### config.mk
export PLATFORM = sky130hd
export DESIGN_NAME = joy_db15_tx_flat
export DESIGN_NICKNAME = d
export VERILOG_FILES = /design/src/rtl/joy_db15_pkg.sv /design/src/rtl/joy_db15_if.sv /design/src/rtl/joy_db15_sync.sv /design/src/rtl/joy_db15_tx.sv /design/src/flat_wrapper.sv
export SDC_FILE = /design/constraint.sdc
export NUM_CORES = 1
export LEC_CHECK = 0
export ABC_CLOCK_PERIOD_IN_PS = 4960
export BUFFER_PORTS_ARGS = -buffer_cell sky130_fd_sc_hd__buf_2
export CAP_MARGIN = 10
export CORE_ASPECT_RATIO = 1.5
export CORE_MARGIN = 8
export CORE_UTILIZATION = 58
export DETAILED_ROUTE_END_ITERATION = 10
export GPL_TIMING_DRIVEN = 0
export PLACE_DENSITY = 0.95
export SLEW_MARGIN = 15
export SYNTH_ARGS = -nofsm -noshare
export SYNTH_HDL_FRONTEND = slang
export SYNTH_SLANG_ARGS = --single-unit
### constraint.sdc
create_clock -name clk -period 4.96 [get_ports clk]
set_input_delay 0.992 -clock clk [delete_from_list [all_inputs] [get_ports clk]]
set_output_delay 0.992 -clock clk [all_outputs]
set_load 0.02 [all_outputs]
### src/rtl/joy_db15_pkg.sv
// joy_db15_pkg: shared constants, frame-order table and state enum for the DB15 joystick transmitter
package joy_db15_pkg;
  localparam int FRAME_LEN = 24;
  localparam int IDX_W = $clog2(FRAME_LEN + 1);
  // Each entry is {player, button bit}: player 0 = joystick1, 1 = joystick2.
  // Button bits: 0 R, 1 L, 2 Dn, 3 Up, 4 A, 5 B, 6 C, 7 D, 8 Start, 9 Sel, 10 E, 11 F.
  localparam logic [4:0] FRAME_MAP [FRAME_LEN] = '{
    5'h07, 5'h06, 5'h05, 5'h04, 5'h00, 5'h01, 5'h02, 5'h03,
    5'h10, 5'h11, 5'h12, 5'h13,
    5'h0b, 5'h0a, 5'h09, 5'h08,
    5'h1b, 5'h1a, 5'h19, 5'h18, 5'h17, 5'h16, 5'h15, 5'h14
  };
  typedef enum logic [1:0] {S_IDLE, S_LOAD, S_SHIFT, S_DONE} state_t;
  // Reorders the two active-high button words into frame order (index 0 at bit 0).
  function automatic logic [FRAME_LEN-1:0] frame_bits(input logic [15:0] j1, input logic [15:0] j2);
    logic [FRAME_LEN-1:0] f;
    for (int i = 0; i < FRAME_LEN; i++)
      f[i] = FRAME_MAP[i][4] ? j2[FRAME_MAP[i][3:0]] : j1[FRAME_MAP[i][3:0]];
    return f;
  endfunction
endpackage

### src/rtl/joy_db15_if.sv
// joy_db15_if: host-side DB15 serial link (shift clock, active-low load, serial data)
interface joy_db15_if;
  logic JOY_CLK;
  logic JOY_LOAD;
  logic JOY_DATA;
  modport master (output JOY_CLK, output JOY_LOAD, input JOY_DATA);
  modport slave (input JOY_CLK, input JOY_LOAD, output JOY_DATA);
endinterface

### src/rtl/joy_db15_sync.sv
// joy_db15_sync: synchronizes JOY_CLK/JOY_LOAD, detects shift-clock rises and delays the load sample to align with them
module joy_db15_sync #(
  parameter int SYNC_STAGES = 2
) (
  input  logic clk,
  input  logic rst_n,
  input  logic joy_clk,
  input  logic joy_load_n,
  output logic load_s,
  output logic load_n_q,
  output logic clk_rise
);
  logic [SYNC_STAGES-1:0] cs_q, cs_d, ls_q, ls_d;
  logic cprev_q, cprev_d, rise_q, rise_d, lp1_q, lp1_d, lp2_q, lp2_d;
  // clk_rise is registered, so load_n_q is delayed twice to stay the load sample one clk before the synced rise
  always_comb begin
    cs_d = {cs_q[SYNC_STAGES-2:0], joy_clk};
    ls_d = {ls_q[SYNC_STAGES-2:0], joy_load_n};
    cprev_d = cs_q[SYNC_STAGES-1];
    rise_d = cs_q[SYNC_STAGES-1] & ~cprev_q;
    lp1_d = ls_q[SYNC_STAGES-1];
    lp2_d = lp1_q;
  end
  // synchronizer and edge-detect registers; load resets to released
  always_ff @(posedge clk or negedge rst_n) begin
    if (!rst_n) begin
      cs_q <= '0;
      ls_q <= '1;
      cprev_q <= 1'b0;
      rise_q <= 1'b0;
      lp1_q <= 1'b1;
      lp2_q <= 1'b1;
    end else begin
      cs_q <= cs_d;
      ls_q <= ls_d;
      cprev_q <= cprev_d;
      rise_q <= rise_d;
      lp1_q <= lp1_d;
      lp2_q <= lp2_d;
    end
  end
  assign load_s = ls_q[SYNC_STAGES-1];
  assign load_n_q = lp2_q;
  assign clk_rise = rise_q;
endmodule

### src/rtl/joy_db15_tx.sv
// joy_db15_tx: DB15 splitter emulator serializing two joysticks as a 24-bit active-low frame; JOY_DB15_TX_TIMEOUT_EN adds a shift watchdog
module joy_db15_tx
  import joy_db15_pkg::*;
#(
  parameter int SYNC_STAGES = 2,
  parameter int TIMEOUT = 4096
) (
  input  logic        clk,
  input  logic        rst_n,
  joy_db15_if.slave   bus,
  input  logic [15:0] joystick1,
  input  logic [15:0] joystick2,
  output logic        frame_done,
  output logic        busy
);
  if (SYNC_STAGES < 2 || TIMEOUT < 1) begin : g_bad_param
    $error("joy_db15_tx: SYNC_STAGES must be >= 2 and TIMEOUT >= 1");
  end
  logic load_s, load_n_q, clk_rise, qe;
  state_t state_q, state_d;
  logic [IDX_W-1:0] idx_q, idx_d;
  logic [FRAME_LEN-1:0] snap_q, snap_d;
  logic data_q, data_d, done_q, done_d, busy_q, busy_d;
`ifdef JOY_DB15_TX_TIMEOUT_EN
  localparam int WD_W = $clog2(TIMEOUT + 1);
  logic [WD_W-1:0] wdog_q, wdog_d;
`endif
  joy_db15_sync #(.SYNC_STAGES(SYNC_STAGES)) u_sync (
    .clk(clk),
    .rst_n(rst_n),
    .joy_clk(bus.JOY_CLK),
    .joy_load_n(bus.JOY_LOAD),
    .load_s(load_s),
    .load_n_q(load_n_q),
    .clk_rise(clk_rise)
  );
  assign qe = clk_rise & load_n_q;
  // next-state: load overrides everything, then release, shift edges and the optional watchdog
  always_comb begin
    state_d = state_q;
    idx_d = idx_q;
    snap_d = snap_q;
    busy_d = busy_q;
    done_d = 1'b0;
`ifdef JOY_DB15_TX_TIMEOUT_EN
    wdog_d = '0;
`endif
    if (!load_s) begin
      state_d = S_LOAD;
      idx_d = '0;
      snap_d = frame_bits(joystick1, joystick2);
      busy_d = 1'b0;
    end else if (state_q == S_LOAD) begin
      state_d = S_SHIFT;
      busy_d = 1'b1;
    end else if (state_q == S_SHIFT && qe) begin
      idx_d = idx_q + 1'b1;
      if (idx_q == IDX_W'(FRAME_LEN - 1)) begin
        state_d = S_DONE;
        busy_d = 1'b0;
        done_d = 1'b1;
      end
    end
`ifdef JOY_DB15_TX_TIMEOUT_EN
    else if (state_q == S_SHIFT) begin
      if (wdog_q == WD_W'(TIMEOUT - 1)) begin
        state_d = S_IDLE;
        busy_d = 1'b0;
      end else wdog_d = wdog_q + 1'b1;
    end
`endif
    data_d = (state_d == S_LOAD || state_d == S_SHIFT) ? ~snap_d[idx_d] : 1'b1;
  end
  // state, index, snapshot and registered outputs
  always_ff @(posedge clk or negedge rst_n) begin
    if (!rst_n) begin
      state_q <= S_IDLE;
      idx_q <= '0;
      snap_q <= '0;
      data_q <= 1'b1;
      done_q <= 1'b0;
      busy_q <= 1'b0;
`ifdef JOY_DB15_TX_TIMEOUT_EN
      wdog_q <= '0;
`endif
    end else begin
      state_q <= state_d;
      idx_q <= idx_d;
      snap_q <= snap_d;
      data_q <= data_d;
      done_q <= done_d;
      busy_q <= busy_d;
`ifdef JOY_DB15_TX_TIMEOUT_EN
      wdog_q <= wdog_d;
`endif
    end
  end
  assign bus.JOY_DATA = data_q;
  assign frame_done = done_q;
  assign busy = busy_q;
endmodule

### src/flat_wrapper.sv
// flat-port wrapper written by rule: the top's interface ports become plain ports
module joy_db15_tx_flat import joy_db15_pkg::*;
#(
  parameter int SYNC_STAGES = 2,
  parameter int TIMEOUT = 4096
)
  (clk, rst_n, joystick1, joystick2, frame_done, busy, bus_JOY_CLK, bus_JOY_LOAD, bus_JOY_DATA);
  joy_db15_if bus_i ();
  input  logic clk;
  input  logic rst_n;
  input  logic [15:0] joystick1;
  input  logic [15:0] joystick2;
  output logic frame_done;
  output logic busy;
  input wire logic [$bits(bus_i.JOY_CLK)-1:0] bus_JOY_CLK;
  input wire logic [$bits(bus_i.JOY_LOAD)-1:0] bus_JOY_LOAD;
  output wire logic [$bits(bus_i.JOY_DATA)-1:0] bus_JOY_DATA;
  assign bus_i.JOY_CLK = bus_JOY_CLK;
  assign bus_i.JOY_LOAD = bus_JOY_LOAD;
  assign bus_JOY_DATA = bus_i.JOY_DATA;
  joy_db15_tx #(.SYNC_STAGES(SYNC_STAGES), .TIMEOUT(TIMEOUT)) u_core (.clk(clk), .rst_n(rst_n), .bus(bus_i), .joystick1(joystick1), .joystick2(joystick2), .frame_done(frame_done), .busy(busy));
endmodule
* Yosys cells after proc, flatten, opt, wreduce, memory -nomap -nowiden
Index checks and enable logic that the tools add are counted.
Widths: inputs -> output; s select.
** Cells by class
- Add/subtract/negate cells :: 1
- $lt $le $gt $ge :: 1
- Eq/ne operators :: 7
- Muxes and demuxes :: 19
- Bitwise gates (word level) :: 4
- Reductions and logical operators :: 3
** Operators with widths (count)
- $mux 24 :: 1
- $mux 5 :: 3
- $mux 1 :: 10
- $mux 2 :: 4
- $lt 5x6->1 const B :: 1
- $ne 3x1->1 const B :: 2
- $add 5x1->5 const B :: 1
- $bmux 1 s5 :: 1
- $eq 5x5->1 const B :: 1
- $eq 2x1->1 const B :: 2
- $eq 2x2->1 const B :: 2
- $and 1x1->1 :: 2
- $not 1->1 :: 2
- $reduce_and 2->1 :: 1
- $logic_and 1x1->1 :: 1
- $logic_or 1x1->1 :: 1
** Storage, ports and cells
- Bits in registers :: 42
- Bits of input ports :: 36

* Longest topological paths before layout
Gate-level depths: netlist of the first run.
- Word-level depth :: 9
- Depth in mapped cells :: 8
- Mapped depth without buffers :: 7

* Cells and area by module
Synthesis of the first run repeated with hierarchy kept, for this count alone.
** Second synthesis, totals
- Cells, all modules :: 136
- Area total of the unflattened synthesis :: 1854.3 µm²
** Modules (own cells, without submodules)
- joy_db15_tx :: instances 1, cells each 127, area each 1635.3 µm²
- joy_db15_sync :: instances 1, cells each 9, area each 219.0 µm²

* Least setup slack after synthesis of the first run
OpenSTA, ideal clock, no wires.
- Kind :: reg2reg
- From :: reg u_core.u_sync.lp2_q, in the netlist u_core.u_sync.load_n_q
- To :: reg u_core.data_q, in the netlist u_core.bus.JOY_DATA
- Setup time :: 0.081 ns
- Arrival time :: 2.227 ns
- Slack :: 2.652 ns
- Cell stages (with the launch flop) :: 9
- Path buffers :: 2
- Clock period less this slack :: 2.308 ns
- Cells stage by stage :: dfstp_2 and4b_1 buf_6 mux2_4 buf_6 mux2_4 and3_4 o311a_1 a211oi_2
** Between the ends
- Longest elaborated chain between the ends :: 9
- Elaborated cells on any way between the ends :: 15
- Classes of those cells :: 2 x eq/ne; 9 x mux; 2 x bitwise; 2 x reduce/logical
** Ends and longest elaborated chain
- start, declared :: RTL line joy_db15_sync.sv:14 : logic cprev_q, cprev_d, rise_q, rise_d, lp1_q, lp1_d, lp2_q, lp2_d;
- start signal, assigned :: RTL line joy_db15_sync.sv:39 : lp2_q <= lp2_d;
- $and 1x1->1 * :: RTL line joy_db15_tx.sv:37 : assign qe = clk_rise & load_n_q;
- $logic_and 1x1->1 * :: RTL line joy_db15_tx.sv:56 : end else if (state_q == S_SHIFT && qe) begin
- $mux 5 :: RTL line joy_db15_tx.sv:56
- $mux 5 :: RTL line joy_db15_tx.sv:53 : end else if (state_q == S_LOAD) begin
- $mux 5 :: RTL line joy_db15_tx.sv:48 : if (!load_s) begin
- $bmux 1 s5 :: RTL line joy_db15_tx.sv:72 : data_d = (state_d == S_LOAD || state_d == S_SHIFT) ? ~snap_d[idx_d] : 1'b1;
- $mux 1 (not written as such) :: RTL line joy_db15_tx.sv:72
- $not 1->1 :: RTL line joy_db15_tx.sv:72
- $mux 1 * :: RTL line joy_db15_tx.sv:72
- named net u_core.data_d :: RTL line joy_db15_tx.sv:23 : logic data_q, data_d, done_q, done_d, busy_q, busy_d;
- end signal, assigned :: RTL line joy_db15_tx.sv:90 : data_q <= data_d;
- end, declared :: RTL line joy_db15_tx.sv:23
Mark *: on every way through the listed nets, which the timed path passes. The rest lies on a longest branch. The select of a mux whose other input is x is not followed.
A chain may end at the register's enable or synchronous reset.

* Worst setup path after layout of the first run
- From :: reg u_core.u_sync.ls_q[1]
- To :: reg u_core.data_q, in the netlist u_core.bus.JOY_DATA
** Between the ends
- Longest elaborated chain between the ends :: 5
- Elaborated cells on any way between the ends :: 10
- Classes of those cells :: 2 x eq/ne; 6 x mux; 1 x bitwise; 1 x reduce/logical
** Ends and longest elaborated chain
- start, declared :: RTL line joy_db15_sync.sv:13 : logic [SYNC_STAGES-1:0] cs_q, cs_d, ls_q, ls_d;
- start signal, assigned :: RTL line joy_db15_sync.sv:35 : ls_q <= ls_d;
- $mux 24 :: RTL line joy_db15_tx.sv:48
- named net u_core.snap_d[17] :: RTL line joy_db15_tx.sv:22 : logic [FRAME_LEN-1:0] snap_q, snap_d;
- $bmux 1 s5 :: RTL line joy_db15_tx.sv:72
- $mux 1 (not written as such) :: RTL line joy_db15_tx.sv:72
- $not 1->1 :: RTL line joy_db15_tx.sv:72
- $mux 1 :: RTL line joy_db15_tx.sv:72
- named net u_core.data_d :: RTL line joy_db15_tx.sv:23
The timed path passes the listed nets, and every way through them passes these cells. The select of a mux whose other input is x is not followed.

==> key figures, run 1 <==
Floorplanning
  – Die area: 0.00540 mm^2
  – DIE HEIGHT: 86.1 um
  – I/O pins: 39
  – Die width: 62.7 um
  – Row count: 25
  – Placeable Area: 0.00313 mm^2
  – Starting Density: 60.7%

Clock tree
  – Htree depth: 2
  – Clk pin slew, worst setup/hold paths: 0.08 ns
  – Clock Latency Late Sink: 0.30 ns
  – CTS root buf: clkbuf_8
  – TritonCTS clock tree: built
  – Post-CTS Setup Inserts: 0
  – Inserted Clock Buffers: 5
  – CTS max path bufs: 2
  – Post-cts resize count: 0
  – # clock sinks: 42
  – Cts hold-fix bufs: 0

GRT
  – First-pass GRT wire length: 6700 um
  – Largest net degree at the start of global routing: 43
  – Total gr overflow: 0
  – Total GRT Usage: 15.7%
  – Antenna violations before repair: 0
  – Number of global-route vias before repair: 1420

Critical path
  – Crit path capture type: flop
  – Crit path kind: flop to flop
  – Startpoint Class: flop
  – CP max FO: 10
  – Required time worst endpoint: 5.17 ns
  – Critical path data arrival time: 2.91 ns

Synthesis
  – Post-synthesis instance area: 0.00190 mm^2
  – Post-synthesis average cell area: 12.7 um^2
  – Leading area contributor after synthesis: dfrtp_1
  – Register area share after synthesis: 55.7%
  – Post-synth top area share: 48.8%
  – Synth Instances: 149
  – FF+latch count, synth: 42
  – Synth area leaders: dfrtp_1, mux2_2, dfstp_2
  – Yosys warning total: 0
  – Synthesized Nets: 186
  – Cell variety after synth: 37

Placed design
  – Final HPWL DP: 2960 um
  – Placed Instance Area: 0.00210 mm^2
  – GPL Wtd Cong: 0.872
  – Dpl cells: 219
  – I/O Buffers: 30

Power
  – Logic pwr share: 10.9%
  – Part of the power in registers: 52.1%
  – Peak supply drop: 294 uV
  – Overall power: 0.000733 W
  – LEAKAGE: 1.09 nW
  – Switching share of power: 22.1%
  – Sw Pwr: 0.000162 W
  – Pwr dens: 332 mW/mm^2
  – Cell Int Power: 0.000571 W
  – Clock power frac: 37.0%

Timing
  – Final setup fails: 0
  – RSZ-0062 raised after global routing: false
  – Post-Route Skew: 0.00556 ns
  – Slew Viols, Final: 0
  – Worst-margin pin slew: 0.900 ns
  – Final worst-path cycle share: 54.3%
  – Period minus WS final: 2.69 ns
  – Final Hold Viols: 0
  – Final setup TNS: 0 ns
  – Max Freq: 371 MHz
  – Slew HR: 40.0%

Route
  – Wirelength, routed: 3960 um
  – Antenna-violating nets left: 0
  – First DRT Iteration DRCs: 77
  – Post-route DRC: 0
  – DR WL/cell: 17.5 um
  – Routed via count: 1298
  – Avg Vias per Cell: 5.74
  – Initial DRT Pass Iterations: 4

Min path
  – Hold crit path type: flop to flop

Outcome
  – Status: finished, final reports clean

Final layout
  – Design Area, Final: 0.00221 mm^2
  – Fin util: 70.7%
  – Synthesis-to-layout area growth: 16.5%
  – Inserted Diodes: 0
  – # nets final: 223
  – Finished Layout Cells: 226
  – Share of post-route cells with drive strength above 1: 39.2%

Job
  – Max_cap viols: 0
worst max-delay path, cell delays in order (launching register included):
cell	delay, ns
dfstp_2	0.56
clkbuf_1	0.40
clkbuf_1	0.48
mux2_2	0.42
mux2i_1	0.18
nor2_1	0.06
o311a_1	0.34
a211oi_2	0.16
metal layers:
layer | global-route usage [%] | up-vias | share of wire, %
met5 | 0 | - | 0
met4 | 10.0 | 0 | 4.4
met3 | 4.30 | 19 | 5.9
met2 | 27.3 | 54 | 54
met1 | 16.2 | 627 | 36
li1 | - | 598 | -
layout make-up:
cell class	instances	area [um^2]
Multi-Input combinational cell	95	781
Clock inverter	1	30.0
Timing Repair Buffer	30	150
Tap cell	40	50.0
Clock buffer	6	82.6
Fill cell	218	917
Inverter	6	22.5
Buffer	6	37.5
Sequential cell	42	1060
per-stage QoR:
| stage | hold WS, ns | worst slack (ns) |
|---|---|---|
| 3_5_place_dp | 0.336 | 2.29 |
| 3_3_place_gp | 0.333 | 2.36 |
| 6_report | 0.344 | 2.27 |
| 4_1_cts | 0.349 | 2.21 |
| 2_1_floorplan | 0.331 | 2.65 |
| 5_1_grt | 0.359 | 2.10 |
kinds of logic (layout without fill, tap and decap cells):
group	after synthesis	count (layout)	synth area share, %
AND/OR/NAND/NOR	38	38	10.9
multiplexers	37	37	21.6
buffers and inverters	12	49	3.16
XOR/XNOR	4	4	1.85
AO/OA/AOI/OAI	15	15	6.13
adder cells (fa/ha/maj)	1	1	0.659
flip-flops	42	42	55.7
path summary, 6_finish.rpt:
kind                       cells past startpoint  slack, ns                     to             startpoint
setup / recovery                               7       2.27    u_core.bus.JOY_DATA  u_core.u_sync.ls_q[1]
hold / removal                                 0       0.34  u_core.u_sync.cs_q[1]  u_core.u_sync.cs_q[0]
setup reg to reg                               7       2.27    u_core.bus.JOY_DATA  u_core.u_sync.ls_q[1]
hold reg to reg                                0       0.34  u_core.u_sync.cs_q[1]  u_core.u_sync.cs_q[0]
max in group asynchronous                      1       3.58        u_core.idx_q[3]                  rst_n
min in group asynchronous                      1       0.82  u_core.u_sync.cs_q[0]                  rst_n
Yosys cell counts:
| cell type | n |
|---|---|
| a211oi_2 | 1 |
| a21o_1 | 1 |
| a21oi_1 | 3 |
| a31oi_1 | 1 |
| a41oi_1 | 1 |
| and2_1 | 2 |
| and2b_1 | 1 |
| and3_1 | 1 |
| and3_4 | 1 |
| and4b_1 | 1 |
| buf_6 | 2 |
| clkbuf_1 | 4 |
| dfrtp_1 | 37 |
| dfstp_2 | 5 |
| ha_1 | 1 |
| inv_1 | 6 |
| mux2_1 | 1 |
| mux2_2 | 23 |
| mux2_4 | 2 |
| mux2i_1 | 11 |
| nand2_1 | 7 |
| nand2b_1 | 2 |
| nand3_1 | 4 |
| nand4_1 | 2 |
| nand4b_1 | 1 |
| nor2_1 | 8 |
| nor2b_1 | 4 |
| nor3_1 | 1 |
| o2111ai_1 | 1 |
| o21ai_0 | 2 |
| o221ai_1 | 1 |
| o311a_1 | 3 |
| o32ai_1 | 1 |
| or2_2 | 2 |
| or3_1 | 1 |
| xnor2_1 | 1 |
| xor2_1 | 3 |
placed cells by master, fill, tap and decap left out, drive strengths merged:
cell type	instances
a211oi	1
a21o	1
a21oi	3
a31oi	1
a41oi	1
and2	2
and2b	1
and3	2
and4b	1
buf	32
bufinv	1
clkbuf	10
dfrtp	37
dfstp	5
ha	1
inv	6
mux2	26
mux2i	11
nand2	7
nand2b	2
nand3	4
nand4	2
nand4b	1
nor2	8
nor2b	4
nor3	1
o2111ai	1
o21ai	2
o221ai	1
o311a	3
o32ai	1
or2	2
or3	1
xnor2	1
xor2	3
sequential cells by signal, summed over array words and instances, names as in the netlist:
register	count
u_core.idx_q	5
u_core.bus.JOY_DATA	1
u_core.state_q	2
u_core.frame_done	1
u_core.u_sync.clk_rise	1
u_core.u_sync.ls_q	2
u_core.u_sync.lp1_q	1
u_core.snap_q	24
u_core.u_sync.cs_q	2
u_core.busy	1
u_core.u_sync.load_n_q	1
u_core.u_sync.cprev_q	1
power by group through the flow:
stage / Sequential (W) / Clock, W / Combinational (W)
2_1_floorplan: 0.000386 / 0 / 0.0000480
3_3_place_gp: 0.000386 / 0 / 0.0000746
3_5_place_dp: 0.000388 / 0 / 0.0000793
4_1_cts: 0.000382 / 0.000275 / 0.0000802
5_1_grt: 0.000385 / 0.000285 / 0.0000870
6_report: 0.000382 / 0.000272 / 0.0000799
No activity file was read; power rests on OpenSTA's default activity.
==> run 2: changes to the inputs <==
ABC_CLOCK_PERIOD_IN_PS = 2200   (was 4960)
CORE_UTILIZATION = 48   (was 58)
PLACE_DENSITY = 0.85   (was 0.95)
clock period = 2.2 ns   (was 4.96 ns; I/O delays follow)
==> run 2 against run 1 <==
Net effect: register-to-register slack got worse by 2.4 ns; final cell count increased by 4.0%; routed wire length about the same; total power increased by 110%; clock skew increased by 0.0026 ns; largest power group unchanged; the flow now finishes with violations (negative setup slack); critical path depth unchanged; non-clock buffer count increased by 3.
==> key figures, run 2 (same netlist as run 1, synthesis figures left out) <==
Outcome
  – Status: finished, violations left
  – Failing checks: negative setup slack

Floorplanning
  – Die width: 67.3 um
  – Starting Density: 48.8%
  – DIE HEIGHT: 93.0 um
  – I/O pins: 39
  – Row count: 28
  – Die area: 0.00626 mm^2
  – Placeable Area: 0.00389 mm^2

Critical path
  – Reg2reg setup slack: -0.11 ns
  – R2R Path End: u_core.bus.JOY_DATA
  – Required time worst endpoint: 2.40 ns
  – Critical path data arrival time: 2.52 ns
  – Crit path capture type: flop
  – CP max FO: 4
  – Crit path kind: flop to flop
  – Critical Path Source: u_core.u_sync.load_n_q
  – Crit path to: u_core.bus.JOY_DATA
  – R2R Path Start: u_core.u_sync.load_n_q
  – Reg2Reg Depth: 7
  – Startpoint Class: flop

GRT
  – Largest net degree at the start of global routing: 43
  – Total gr overflow: 0
  – Antenna violations before repair: 0
  – Number of global-route vias before repair: 1411
  – Total GRT Usage: 13.1%
  – First-pass GRT wire length: 6380 um

Clock tree
  – Htree depth: 2
  – Clock Latency Late Sink: 0.29 ns
  – TritonCTS clock tree: built
  – Inserted Clock Buffers: 5
  – # clock sinks: 42
  – Clk pin slew, worst setup/hold paths: 0.08 ns
  – CTS max path bufs: 2
  – CTS root buf: clkbuf_8

Power
  – Switching share of power: 23.5%
  – Clock power frac: 32.3%
  – Cell Int Power: 0.00118 W
  – Sw Pwr: 0.000363 W
  – Logic pwr share: 12.2%
  – Part of the power in registers: 55.5%
  – LEAKAGE: 1.11 nW
  – Pwr dens: 683 mW/mm^2
  – Peak supply drop: 623 uV

Route
  – First DRT Iteration DRCs: 54
  – Wirelength, routed: 3960 um
  – Initial DRT Pass Iterations: 4
  – Post-route DRC: 0
  – Antenna-violating nets left: 0
  – DR WL/cell: 16.8 um
  – Avg Vias per Cell: 5.42
  – Routed via count: 1273

Min path
  – Hold crit path type: input pin to flop

Timing
  – RSZ-0062 raised after global routing: true
  – Slew Viols, Final: 0
  – Post-Route Skew: 0.00817 ns
  – Fin worst setup slack: -0.113 ns
  – Final setup fails: 1
  – Final setup TNS: -0.113 ns
  – Period minus WS final: 2.31 ns
  – Final hold slack: 0.246 ns
  – Slew HR: 40.3%
  – Max Freq: 432 MHz
  – Worst-margin pin slew: 0.895 ns
  – Final worst-path cycle share: 105%
  – Final Hold Viols: 0

Final layout
  – Design Area, Final: 0.00227 mm^2
  – Largest regs: u_core.snap_q x24, u_core.idx_q x5
  – Most common cell after layout, fill and taps aside: dfrtp_1
  – # nets final: 226
  – Reg with most FFs: u_core.snap_q
  – Fill count: 331
  – Fin util: 58.3%
  – Most frequent cells in the layout: dfrtp_1, buf_2, mux2_2, nor2_1, mux2i_1
  – Max reg flops: 24
  – Synthesis-to-layout area growth: 19.5%
  – Inserted Diodes: 0
  – Share of post-route cells with drive strength above 1: 44.2%

Placed design
  – Pre-CTS setup slack: -0.373 ns
  – GPL Wtd Cong: 0.826
  – Final HPWL DP: 2710 um
  – I/O Buffers: 30
  – Placed Instance Area: 0.00211 mm^2

Job
  – Max_cap viols: 0
==> run 2: cell count changes in the layout (fill, tap and decap cells not counted), sizes merged <==
cell / previous run / this run
buf: 32 / 36
clkinv: 0 / 1
bufinv: 1 / 0
==> run 2: critical path: stages (launching register included) <==
cell,delay [ns]
dfstp_2,0.53
and4b_1,0.20
buf_6,0.12
mux2_4,0.34
mux2_4,0.32
and3_1,0.15
o311a_1,0.36
a211oi_2,0.20
==> run 2: what timing repair did <==
action | in CTS | in global routing
resized for setup | 5 | 9
pin swaps | 1 | 4
buffers inserted | 3 | 1
hold buffers | 0 | 0
setup endpoints to repair | 10 | 10
cloned | 0 | 0
==> run 2: worst min-delay path by stage <==
stage / slack, ns / to / startpoint / cells after the start
finish: 0.25 / u_core.u_sync.ls_q[0] / bus_JOY_LOAD / 1
global placement: 0.33 / u_core.u_sync.cs_q[1] / u_core.u_sync.cs_q[0] / 0
global route: 0.23 / u_core.u_sync.ls_q[0] / bus_JOY_LOAD / 1
detailed placement: 0.35 / u_core.u_sync.ls_q[1] / u_core.u_sync.ls_q[0] / 0
floorplan: 0.14 / u_core.busy / rst_n / 0
CTS: 0.24 / u_core.u_sync.ls_q[0] / bus_JOY_LOAD / 1
==> run 2: area by class of cell <==
class	count	area (um^2)	area share [%]
plain buffers	5	37.5	1.65
inverters	6	22.5	0.993
flip-flops and latches	42	1060	46.6
repair buffers	34	184	8.11
clock inverters	1	5.00	0.221
well taps	45	56.3	2.48
multi-input cells	95	820	36.1
clock buffers	7	86.3	3.81
==> run 2: metal layers <==
layer / global-route usage, % / routed length (um) / share of wire (%)
met1: 14.5 / 1500 / 38
met2: 22.9 / 2200 / 56
met3: 2.99 / 162 / 4.1
met4: 5.95 / 95 / 2.4
met5: 0 / 0 / 0
==> run 2: metrics by stage <==
step,total power [W],cells
2_1_floorplan,0.000979,149
3_3_place_gp,0.00104,224
3_5_place_dp,0.00105,224
4_1_cts,0.00156,234
5_1_grt,0.00162,235
6_report,0.00155,235
==> run 2: power groups by stage <==
stage	logic, W	clock network (W)	registers [W]
2_1_floorplan	0.000108	0	0.000871
3_3_place_gp	0.000171	0	0.000870
3_5_place_dp	0.000177	0	0.000874
4_1_cts	0.000182	0.000515	0.000859
5_1_grt	0.000207	0.000550	0.000867
6_report	0.000189	0.000500	0.000860
==> run 3: changes to the inputs <==
GPL_TIMING_DRIVEN = default   (was 0)
RECOVER_POWER = 50   (was default)
==> run 3 against run 2 <==
Net effect: the flow still finishes with violations (negative setup slack); core utilization decreased by 0.35 points; final area decreased by 0.61%; sequential share of layout area increased by 0.28 points; final cell count increased by 1.3%; via count increased by 2.4%; maximum frequency increased by 3.8%.
==> key figures, run 3 (same netlist as run 1, synthesis figures left out) <==
Outcome
  – Status: finished, violations left
  – Failing checks: negative setup slack

Clock tree
  – Clk pin slew, worst setup/hold paths: 0.07 ns
  – TritonCTS clock tree: built
  – Cts hold-fix bufs: 0
  – # clock sinks: 42
  – Clock Latency Late Sink: 0.29 ns
  – Post-CTS Setup Inserts: 0
  – Htree depth: 2
  – Inserted Clock Buffers: 5
  – CTS max path bufs: 2
  – CTS root buf: clkbuf_8

Timing
  – Period minus WS final: 2.23 ns
  – Slew HR: 27.9%
  – Max Freq: 449 MHz
  – Worst-margin pin slew: 1.08 ns
  – Final worst-path cycle share: 101%
  – Final setup fails: 1
  – Fin worst setup slack: -0.0281 ns
  – Slew Viols, Final: 0
  – Final Hold Viols: 0
  – RSZ-0062 raised after global routing: true
  – Post-Route Skew: 0.00714 ns

Route
  – Avg Vias per Cell: 5.47
  – Post-route DRC: 0
  – Routed via count: 1303
  – First DRT Iteration DRCs: 47
  – Wirelength, routed: 3820 um
  – Initial DRT Pass Iterations: 4
  – DR WL/cell: 16.0 um
  – Antenna-violating nets left: 0

Critical path
  – Startpoint Class: flop
  – Required time worst endpoint: 2.40 ns
  – Critical path data arrival time: 2.43 ns
  – CP max FO: 4
  – Crit path capture type: flop
  – Crit path kind: flop to flop

GRT
  – First-pass GRT wire length: 6350 um
  – Largest net degree at the start of global routing: 21
  – Number of global-route vias before repair: 1396
  – Antenna violations before repair: 0
  – Total gr overflow: 0
  – Total GRT Usage: 13.1%

Final layout
  – Synthesis-to-layout area growth: 18.8%
  – Fin util: 58.0%
  – Most common cell after layout, fill and taps aside: dfrtp_1
  – Design Area, Final: 0.00225 mm^2
  – Multi-input gate area: 796 um^2
  – Share of post-route cells with drive strength above 1: 43.0%
  – # nets final: 229
  – Reg with most FFs: u_core.snap_q
  – Fill count: 330
  – Max reg flops: 24
  – Largest regs: u_core.snap_q x24, u_core.idx_q x5
  – Inserted Diodes: 0
  – Most frequent cells in the layout: dfrtp_1, buf_2, mux2_2, mux2i_1, buf_4
  – FF+latch area: 0.00106 mm^2

Floorplanning
  – I/O pins: 39
  – Placeable Area: 0.00389 mm^2
  – Row count: 28
  – Die area: 0.00626 mm^2
  – Die width: 67.3 um
  – DIE HEIGHT: 93.0 um
  – Starting Density: 48.8%

Placed design
  – Placed Instance Area: 0.00216 mm^2
  – GPL Wtd Cong: 0.900
  – I/O Buffers: 30
  – Pre-CTS setup slack: 0.0202 ns
  – Final HPWL DP: 2910 um

Power
  – Pwr dens: 681 mW/mm^2
  – LEAKAGE: 1.12 nW
  – Peak supply drop: 580 uV

Job
  – Max_cap viols: 0

Min path
  – Hold crit path type: input pin to flop
==> run 3: cell types whose count changed in the layout (fill, tap and decap cells not counted), sizes merged <==
| cell | previous run | this run |
|---|---|---|
| buf | 36 | 39 |
==> run 3: area by class of cell <==
class / count / share of cell area (%)
inverters: 6 / 0.999
multi-input cells: 95 / 35.3
repair buffers: 42 / 10.3
clock inverters: 1 / 0.222
clock buffers: 7 / 3.83
well taps: 45 / 2.50
flip-flops and latches: 42 / 46.9
==> run 3: metal layers <==
metal / GRT usage, % / wire length (um) / vias up
met4: 6.30 / 86 / 0
li1: - / - / 613
met3: 3.35 / 132 / 9
met2: 22.8 / 2130 / 27
met5: 0 / 0 / -
met1: 14.1 / 1470 / 654
==> run 3: repair_timing <==
action,4_1_cts,5_1_grt
hold endpoints to repair,0,0
resized for setup,1,2
endpoints found under the setup margin,1,1
==> run 3: path summary, 6_finish.rpt <==
kind                       slack [ns]                    end  cells after the start                    from
setup / recovery                -0.03    u_core.bus.JOY_DATA                      6  u_core.u_sync.load_n_q
hold / removal                   0.25  u_core.u_sync.ls_q[0]                      1            bus_JOY_LOAD
setup reg to reg                -0.03    u_core.bus.JOY_DATA                      6  u_core.u_sync.load_n_q
hold reg to reg                  0.35  u_core.u_sync.ls_q[1]                      0   u_core.u_sync.ls_q[0]
max in group asynchronous        0.73        u_core.idx_q[0]                      2                   rst_n
min in group asynchronous        0.32  u_core.u_sync.cs_q[1]                      1                   rst_n
==> run 3: stage by stage <==
| step | hold slack (ns) | power (W) | setup TNS [ns] | cells |
|---|---|---|---|---|
| after floorplan | 0.144 | 0.000979 | -0.0399 | 149 |
| after global placement | 0.333 | 0.00104 | 0 | 230 |
| after detailed placement | 0.343 | 0.00106 | 0 | 230 |
| after CTS | 0.0910 | 0.00155 | -0.00220 | 238 |
| after global routing | 0.241 | 0.00160 | -0.128 | 238 |
| final | 0.249 | 0.00154 | -0.0281 | 238 |
==> run 3: critical path, stage by stage (launching register included) <==
cell	delay [ns]
dfstp_2	0.53
and4b_1	0.24
mux2_4	0.35
mux2_4	0.30
and3_4	0.18
o311a_1	0.36
a211oi_2	0.18
==> run 3: report_power, final <==
| group | leakage (nW) | switching [W] | internal (W) |
|---|---|---|---|
| Combinational | 0.576 | 0.0000841 | 0.0000937 |
| Clock | 0.0482 | 0.000243 | 0.000253 |
| Sequential | 0.500 | 0.0000275 | 0.000835 |
| Total | 1.12 | 0.000354 | 0.00118 |
